[src/rtl/symbol_sequencer.sv]
// Memory-game sequencer: draws an LFSR symbol sequence, plays it frame-aligned
// to the VGA display stage, then checks the player's button answers.
module symbol_sequencer #(
  parameter int unsigned SEQ_LEN     = 4,
  parameter int unsigned SHOW_FRAMES = 60,
  parameter int unsigned GAP_FRAMES  = 15,
  parameter logic [7:0]  LFSR_SEED   = 8'hA5
) (
  input  logic       dclk,
  input  logic       clr_n,
  input  logic       vsync,
  input  logic       start,
  input  logic [2:0] btn,
  output logic [1:0] symbol,
  output logic       busy,
  output logic       win,
  output logic       lose
);

  localparam logic [2:0] LAST_IDX  = 3'(SEQ_LEN - 1);
  localparam logic [7:0] GAP_LAST  = 8'(GAP_FRAMES - 1);
  localparam logic [7:0] SHOW_LAST = 8'(SHOW_FRAMES - 1);

  localparam logic [1:0] SYM_BLANK = 2'd0;
  localparam logic [1:0] SYM_LOSE  = 2'd2;
  localparam logic [1:0] SYM_WIN   = 2'd3;

  typedef enum logic [2:0] {
    S_IDLE, S_LOAD, S_GAP, S_SHOW, S_INPUT, S_WIN, S_LOSE
  } state_t;

  state_t          r_state;
  logic [7:0]      r_lfsr;
  logic [2:0]      r_idx;
  logic [7:0]      r_fcnt;
  logic            r_vs_d;
  logic [7:0][1:0] r_seq;
  logic [1:0]      r_symbol;
  logic            r_busy;
  logic            r_win;
  logic            r_lose;

  state_t     w_next_state;
  logic [2:0] w_next_idx;
  logic [7:0] w_next_fcnt;
  logic       w_load_en;
  logic       w_frame_tick;
  logic [2:0] w_exp_btn;
  logic [1:0] w_entry;
  logic [1:0] w_next_symbol;

  // One cycle per frame, while vsync is first seen low
  assign w_frame_tick = r_vs_d & ~vsync;

  // Entry 0 would be the blank field, so it is folded onto symbol 1
  assign w_entry = (r_lfsr[1:0] == 2'd0) ? 2'd1 : r_lfsr[1:0];

  // Button that answers the current entry: btn[k] stands for symbol k+1
  always_comb begin
    w_exp_btn = 3'b000;
    case (r_seq[r_idx])
      2'd1:    w_exp_btn = 3'b001;
      2'd2:    w_exp_btn = 3'b010;
      2'd3:    w_exp_btn = 3'b100;
      default: w_exp_btn = 3'b000;
    endcase
  end

  // Next-state and counter logic
  always_comb begin
    w_next_state = r_state;
    w_next_idx   = r_idx;
    w_next_fcnt  = r_fcnt;
    w_load_en    = 1'b0;
    case (r_state)
      S_IDLE, S_WIN, S_LOSE: begin
        if (start) begin
          w_next_state = S_LOAD;
          w_next_idx   = 3'd0;
          w_next_fcnt  = 8'd0;
        end
      end
      S_LOAD: begin
        w_load_en = 1'b1;
        if (r_idx == LAST_IDX) begin
          w_next_state = S_GAP;
          w_next_idx   = 3'd0;
        end else begin
          w_next_idx = r_idx + 3'd1;
        end
      end
      S_GAP: begin
        if (w_frame_tick) begin
          if (r_fcnt == GAP_LAST) begin
            w_next_state = S_SHOW;
            w_next_fcnt  = 8'd0;
          end else begin
            w_next_fcnt = r_fcnt + 8'd1;
          end
        end
      end
      S_SHOW: begin
        if (w_frame_tick) begin
          if (r_fcnt == SHOW_LAST) begin
            w_next_fcnt = 8'd0;
            if (r_idx == LAST_IDX) begin
              w_next_state = S_INPUT;
              w_next_idx   = 3'd0;
            end else begin
              w_next_state = S_GAP;
              w_next_idx   = r_idx + 3'd1;
            end
          end else begin
            w_next_fcnt = r_fcnt + 8'd1;
          end
        end
      end
      S_INPUT: begin
        if (btn != 3'b000) begin
          if (btn == w_exp_btn) begin
            if (r_idx == LAST_IDX) begin
              w_next_state = S_WIN;
            end else begin
              w_next_idx = r_idx + 3'd1;
            end
          end else begin
            w_next_state = S_LOSE;
          end
        end
      end
      default: w_next_state = S_IDLE;
    endcase
  end

  // Symbol implied by the state being entered
  always_comb begin
    w_next_symbol = SYM_BLANK;
    case (w_next_state)
      S_SHOW:  w_next_symbol = r_seq[w_next_idx];
      S_WIN:   w_next_symbol = SYM_WIN;
      S_LOSE:  w_next_symbol = SYM_LOSE;
      default: w_next_symbol = SYM_BLANK;
    endcase
  end

  always_ff @(posedge dclk or negedge clr_n) begin
    if (!clr_n) begin
      r_state  <= S_IDLE;
      r_lfsr   <= LFSR_SEED;
      r_idx    <= 3'd0;
      r_fcnt   <= 8'd0;
      r_vs_d   <= 1'b1;
      r_seq    <= '0;
      r_symbol <= SYM_BLANK;
      r_busy   <= 1'b0;
      r_win    <= 1'b0;
      r_lose   <= 1'b0;
    end else begin
      r_state <= w_next_state;
      r_idx   <= w_next_idx;
      r_fcnt  <= w_next_fcnt;
      r_vs_d  <= vsync;
      if (w_load_en) begin
        r_seq[r_idx] <= w_entry;
        r_lfsr       <= {r_lfsr[6:0], r_lfsr[7] ^ r_lfsr[5] ^ r_lfsr[4] ^ r_lfsr[3]};
      end
      // Symbol only moves during vertical blanking
      if (w_frame_tick) begin
        r_symbol <= w_next_symbol;
      end
      r_busy <= (w_next_state == S_LOAD) || (w_next_state == S_GAP) ||
                (w_next_state == S_SHOW) || (w_next_state == S_INPUT);
      r_win  <= (w_next_state == S_WIN);
      r_lose <= (w_next_state == S_LOSE);
    end
  end

  assign symbol = r_symbol;
  assign busy   = r_busy;
  assign win    = r_win;
  assign lose   = r_lose;

endmodule
[config.mk]
export PLATFORM = sky130hd
export DESIGN_NAME = symbol_sequencer
export DESIGN_NICKNAME = d
export VERILOG_FILES = /design/src/rtl/symbol_sequencer.sv
export SDC_FILE = /design/constraint.sdc
export NUM_CORES = 1
export LEC_CHECK = 0
export BUFFER_PORTS_ARGS = -buffer_cell sky130_fd_sc_hd__clkbuf_2
export CAP_MARGIN = 25
export CORE_MARGIN = 1.5
export CORE_UTILIZATION = 50
export DETAILED_ROUTE_END_ITERATION = 8
export PLACE_DENSITY = 0.67
export SYNTH_ARGS = -nofsm -noshare
export SYNTH_HDL_FRONTEND = slang
export SYNTH_SLANG_ARGS = --single-unit
[constraint.sdc]
create_clock -name dclk -period 4.5 [get_ports dclk]
set_input_delay 0.675 -clock dclk [delete_from_list [all_inputs] [get_ports dclk]]
set_output_delay 0.675 -clock dclk [all_outputs]
set_load 0.01 [all_outputs]
# Word-level counts from Yosys, hierarchy flattened
# Cells that the tools add are included.
dict set report totals {
  ff_bits 44
  latch_bits 0
  ramBits 0
  rom_bits 0
  in_bits 7
  word_cells 95
  n_memories 0
}
dict set report classes {
  n_addsub 2
  multipliers 0
  n_div 0
  magnitude_cmp 3
  n_eq_ne 22
  shifts 0
  mux 36
  bitwise_logic 5
  reduce_logical 10
}
# operator n
set ops {}
lappend ops {{2-to-1 mux 3 bit} 17}
lappend ops {{2-to-1 mux 8 bit} 5}
lappend ops {{one-hot mux 8 bit (3 select lines)} 1}
lappend ops {{== test 3 bit, second input constant} 6}
lappend ops {{bitwise mux 16 bit} 1}
lappend ops {{== test 3 x 2 -> 1 bit, second input constant} 5}
lappend ops {{one-hot mux 3 bit (5 select lines)} 1}
lappend ops {{binary-select mux 2 bit (select 3 bit)} 2}
lappend ops {{one-hot mux 3 bit (4 select lines)} 1}
lappend ops {{one-hot mux 3 bit (3 select lines)} 1}
lappend ops {{adder 8 x 1 -> 8 bit, second input constant} 1}
lappend ops {{== test 8 x 4 -> 1 bit, second input constant} 1}
lappend ops {{== test 8 x 6 -> 1 bit, second input constant} 1}
lappend ops {{less-than comparator 3 x 4 -> 1 bit, second input constant} 2}
lappend ops {{2-to-1 mux 2 bit} 4}
lappend ops {{demux 2 bit (select 3 bit)} 1}
lappend ops {{== test 3 x 1 -> 1 bit, second input constant} 2}
lappend ops {{inequality test 2 bit, second input constant} 3}
lappend ops {{one-hot mux 2 bit (3 select lines)} 1}
lappend ops {{nonzero test 3 bit} 2}
lappend ops {{== test 2 bit, second input constant} 2}
lappend ops {{AND reduction 4 bit} 1}
lappend ops {{adder 3 x 1 -> 3 bit, second input constant} 1}
lappend ops {{== test 3 bit} 1}
lappend ops {{other kinds (11)} 15}

# Logic depth before layout (Yosys ltp)
dict set report depth {
  ltp_word 12
  depth_mapped 11
}

# Least setup slack after synthesis
# OpenSTA, ideal clock, no wires.
dict set report synth_timing {
  path_type {register to register}
  startpoint {register r_idx[0]}
  endpoint {register r_symbol[0], in the netlist symbol[0]}
  setup_ns 0.126
  arrival_time_ns 3.002
  required_ns 4.374
  slack_ns 1.373
  path_stages_with_launch 11
  path_buffers 1
  period_less_slack_ns 3.127
  cell_sequence {dfrtp_1 buf_6 mux4_2 nor2_1 or4b_1 a211o_1 a2111o_1 and2_4 a2111oi_1 a221oi_1 a221o_1}
}
dict set report synth_between {
  elab_chain_cells 11
  elab_cells_between_ends 31
  cone_classes {add/sub: 1; eq/ne: 8; mux: 22}
}
# element line
set synth_rtl {}
lappend synth_rtl {{from (decl)} 34} ;# logic [2:0] r_idx;
lappend synth_rtl {{from (signal assigned)} 160} ;# r_idx <= w_next_idx;
lappend synth_rtl {{binary-select mux 2 bit (select 3 bit)} 61} ;# case (r_seq[r_idx])
lappend synth_rtl {{2-to-1 mux 2 bit (implied by the code)} 61}
lappend synth_rtl {{== test 2 bit / == test 2 x 1 -> 1 bit (equally long branches)} 61}
lappend synth_rtl {{one-hot mux 3 bit (3 select lines)} 61}
lappend synth_rtl {{== test 3 bit} 120} ;# if (btn == w_exp_btn) begin
lappend synth_rtl {{2-to-1 mux 3 bit} 120}
lappend synth_rtl {{2-to-1 mux 3 bit} 119} ;# if (btn != 3'b000) begin
lappend synth_rtl {{one-hot mux 3 bit (4 select lines)} 75} ;# case (r_state)
lappend synth_rtl {{binary-select mux 2 bit (select 3 bit)} 139} ;# S_SHOW: w_next_symbol = r_seq[w_next_idx];
lappend synth_rtl {{2-to-1 mux 2 bit (implied by the code)} 139}
lappend synth_rtl {{one-hot mux 2 bit (3 select lines) *} 138} ;# case (w_next_state)
lappend synth_rtl {{to (signal assigned)} 169} ;# r_symbol <= w_next_symbol;
lappend synth_rtl {{to (decl)} 38} ;# logic [1:0] r_symbol;
# Every way passes the cells marked *; elsewhere a longest branch is shown, timed or not. The select of a mux whose other input is x is not followed.
# A chain may end at the register's enable or synchronous reset.

# Worst setup path in the final report
# Same ends and word-level chain as after synthesis.

==> results.json <==
{
  "timing.rr.end": "symbol[0]",
  "cap_violations": 0,
  "finalWirelength_mm": 5.20,
  "drive_gt1_share_pct": 20.6,
  "r2r_slack_ps": 1020,
  "grtUsageMet1_pct": 29.7,
  "synthArstFlopShare_pct": 100,
  "final-setup-viol-count": 0,
  "final_nets": 277,
  "endpoint_kind": "flip-flop",
  "crit_type": "reg -> reg",
  "grtUsageMet2_pct": 30.8,
  "clockRootBuffer": "clkbuf_8",
  "fill_cells": 448,
  "overflow": 0,
  "max-slew-margin-rel_pct": 31.7,
  "ctsHtreeMaxLevel": 2,
  "ioPinCount": 12,
  "dp_slack_ps": 1060,
  "ant_nets": 0,
  "synthTopCellsByCount": "dfrtp_1 (39), mux2_2 (24), nor2_1 (19), nand2_1 (16), o21ai_0 (14)",
  "dr_total_vias": 1960,
  "synth_warnings": 0,
  "synth_area_leaders": "dfrtp_1 (38%), mux2_2 (10%), dfstp_2 (5.1%), mux2i_1 (3.1%), nor2_1 (2.7%)",
  "cp.arrival_ps": 3660,
  "ys_ff_latch": 44,
  "core_mm2": 0.00504,
  "postSynthAreaPerCell_um2": 10.1,
  "dr.pass1.iters": 4,
  "worstMarginPinSlew_ps": 1020,
  "cellLeakagePower_uw": 0.00124,
  "syn-num-nets": 268,
  "synthToLayoutAreaGrowth_pct": 9.02,
  "setup_ws_ps": 1020,
  "io_buffer_count": 11,
  "die_w_um": 75.0,
  "cp-endpoint": "symbol[0]",
  "rows": 26,
  "drt_iter0_markers": 118,
  "synth_top_area_share_pct": 37.6,
  "start_util_pct": 51.5,
  "busiest_layer": "met2",
  "status": "complete, no violations",
  "synth-main-ff-cell": "dfrtp_1",
  "dieArea_mm2": 0.00563,
  "synthCells": 257,
  "cts_tree": "built",
  "final_cells": 337,
  "synth_most_common_cell": "dfrtp_1",
  "yosys.area.top_type": "dfrtp_1",
  "gp_congestion": 0.867,
  "antenna_cells": 0,
  "cts_sinks": 44,
  "grt_max_degree": 27,
  "synth_area_mm2": 0.00259,
  "vias_per_cell": 5.82,
  "cp_max_fo": 16,
  "hold_path.class": "in -> async",
  "finalCritPeriodShare_pct": 77.3,
  "fmax_mhz": 287,
  "grt_use_met3_pct": 3.61,
  "cts_buffers": 5,
  "clock_skew_ps": 11.0,
  "antenna_found_initial": 0,
  "r2r_start": "r_idx[0]",
  "clk_latency_ps": 300,
  "slew_violations": 0,
  "final.min_clock_period_ps": 3480,
  "start_kind": "flip-flop",
  "ctsResizeCount": 0,
  "finalHoldViolCount": 0,
  "die_h_um": 75.0,
  "cts_buffer_depth": 2,
  "irDropWorstVdd_mv": 0.160,
  "synth_edf_count": 0,
  "ff2ff_path_depth": 9,
  "drc": 0,
  "clk_pin_slew_ps": 90,
  "track_usage_pct": 20.4,
  "cp.required_ps": 4680,
  "place_hpwl_mm": 3.79,
  "rsz0062_at_grt": "no",
  "dp.cells": 329,
  "grt_pass1_wl_mm": 8.51,
  "synth_cell_types": 57,
  "p_per_area_mw_per_mm2": 304,
  "grt_pass1_vias": 1767,
  "finalSetupTns_ps": 0,
  "holdBufCountCts": 0,
  "wl_per_cell_um": 15.4,
  "ys_seq_area_share_pct": 42.7,
  "worstSetupStartpoint": "r_idx[0]",
  "postCtsSetupBuffers": 0
}
## flip-flops by register name, summed over array words and instances, names as in the netlist
register  flops
win           1
r_vs_d        1
r_lfsr        8
r_idx         3
r_state       3
r_seq        16
symbol        2
r_fcnt        8
busy          1
lose          1
## metal layers
| layer | vias up | share of wire, % |
|---|---|---|
| li1 | 974 | - |
| met1 | 959 | 50 |
| met2 | 22 | 46 |
| met3 | 5 | 2.5 |
| met4 | 0 | 1.2 |
| met5 | - | 0 |
## cell type report
cell class,count,area (um2),area share [%]
clock buffers,5,68.8,2.43
clock inverters,3,47.5,1.68
inverters,5,20.0,0.708
multi-input cells,198,1420,50.3
flip-flops and latches,44,1110,39.1
well taps,70,87.6,3.10
repair buffers,12,75.1,2.65
## worst max-delay path, cell delays in order (launching register included)
cell       delay, ps
dfrtp_1          710
mux2i_1          150
a22o_1           270
or4b_1           470
a211o_1          360
a2111o_1         410
and2_4           170
a2111oi_1        390
a221oi_1          90
a221o_1          340
## cell families (layout without fill, tap and decap cells)
kind of cell | after synthesis | after routing | synth area share [%]
flip-flops | 44 | 44 | 42.7
AND/OR/NAND/NOR | 94 | 94 | 19.4
XOR/XNOR | 5 | 5 | 1.69
adder cells (fa/ha/maj) | 5 | 5 | 2.31
AO/OA/AOI/OAI | 59 | 59 | 16.2
buffers and inverters | 15 | 25 | 2.51
multiplexers | 35 | 35 | 15.2
## power by group
group / internal (uW) / switching, uW
Sequential: 417 / 37.8
Combinational: 42.8 / 54.5
Clock: 167 / 140
## cells in the final DEF, fill, tap and decap left out, types with 2 or more instances in the layout
cell type / count
dfstp_2: 5
nor2_1: 19
a21o_1: 2
ha_1: 4
a221oi_1: 2
clkbuf_8: 5
xnor2_1: 4
dfrtp_1: 39
o21ai_0: 14
o22ai_1: 2
clkinv_4: 2
a32oi_1: 2
a221o_1: 4
nor2b_1: 9
a211o_1: 3
mux2i_1: 8
a41oi_1: 2
inv_1: 4
nor3_1: 4
a21boi_0: 2
nand2_1: 16
and3b_1: 2
a21oi_1: 9
o211ai_1: 4
nand4_1: 2
nand2b_1: 8
and3_1: 7
nand3_1: 12
mux2_2: 24
mux2_1: 2
and2_1: 5
clkbuf_2: 11
o31ai_1: 3
## how the worst min path moves through the flow
stage           endpoint  slack, ps  cells after the start      start
3_3_place_gp   r_lfsr[6]        490                      1  r_lfsr[6]
6_report        r_seq[1]        330                      1      clr_n
2_1_floorplan       busy        380                      0      clr_n
3_5_place_dp   r_lfsr[0]        500                      2  r_lfsr[0]
5_1_grt         r_seq[2]        360                      1      clr_n
4_1_cts         r_seq[0]        340                      1      clr_n
## stage by stage
step	hold WS (ps)	utilization [%]	instance area, um2	total power [uW]
3_5_place_dp	499	53.8	2710	560
4_1_cts	344	56.1	2830	869
6_report	331	56.1	2830	859
5_1_grt	363	56.1	2830	903
2_1_floorplan	379	-	2590	525
3_3_place_gp	485	53.4	2690	554
Note: power is estimated with default switching activity, not from simulation.
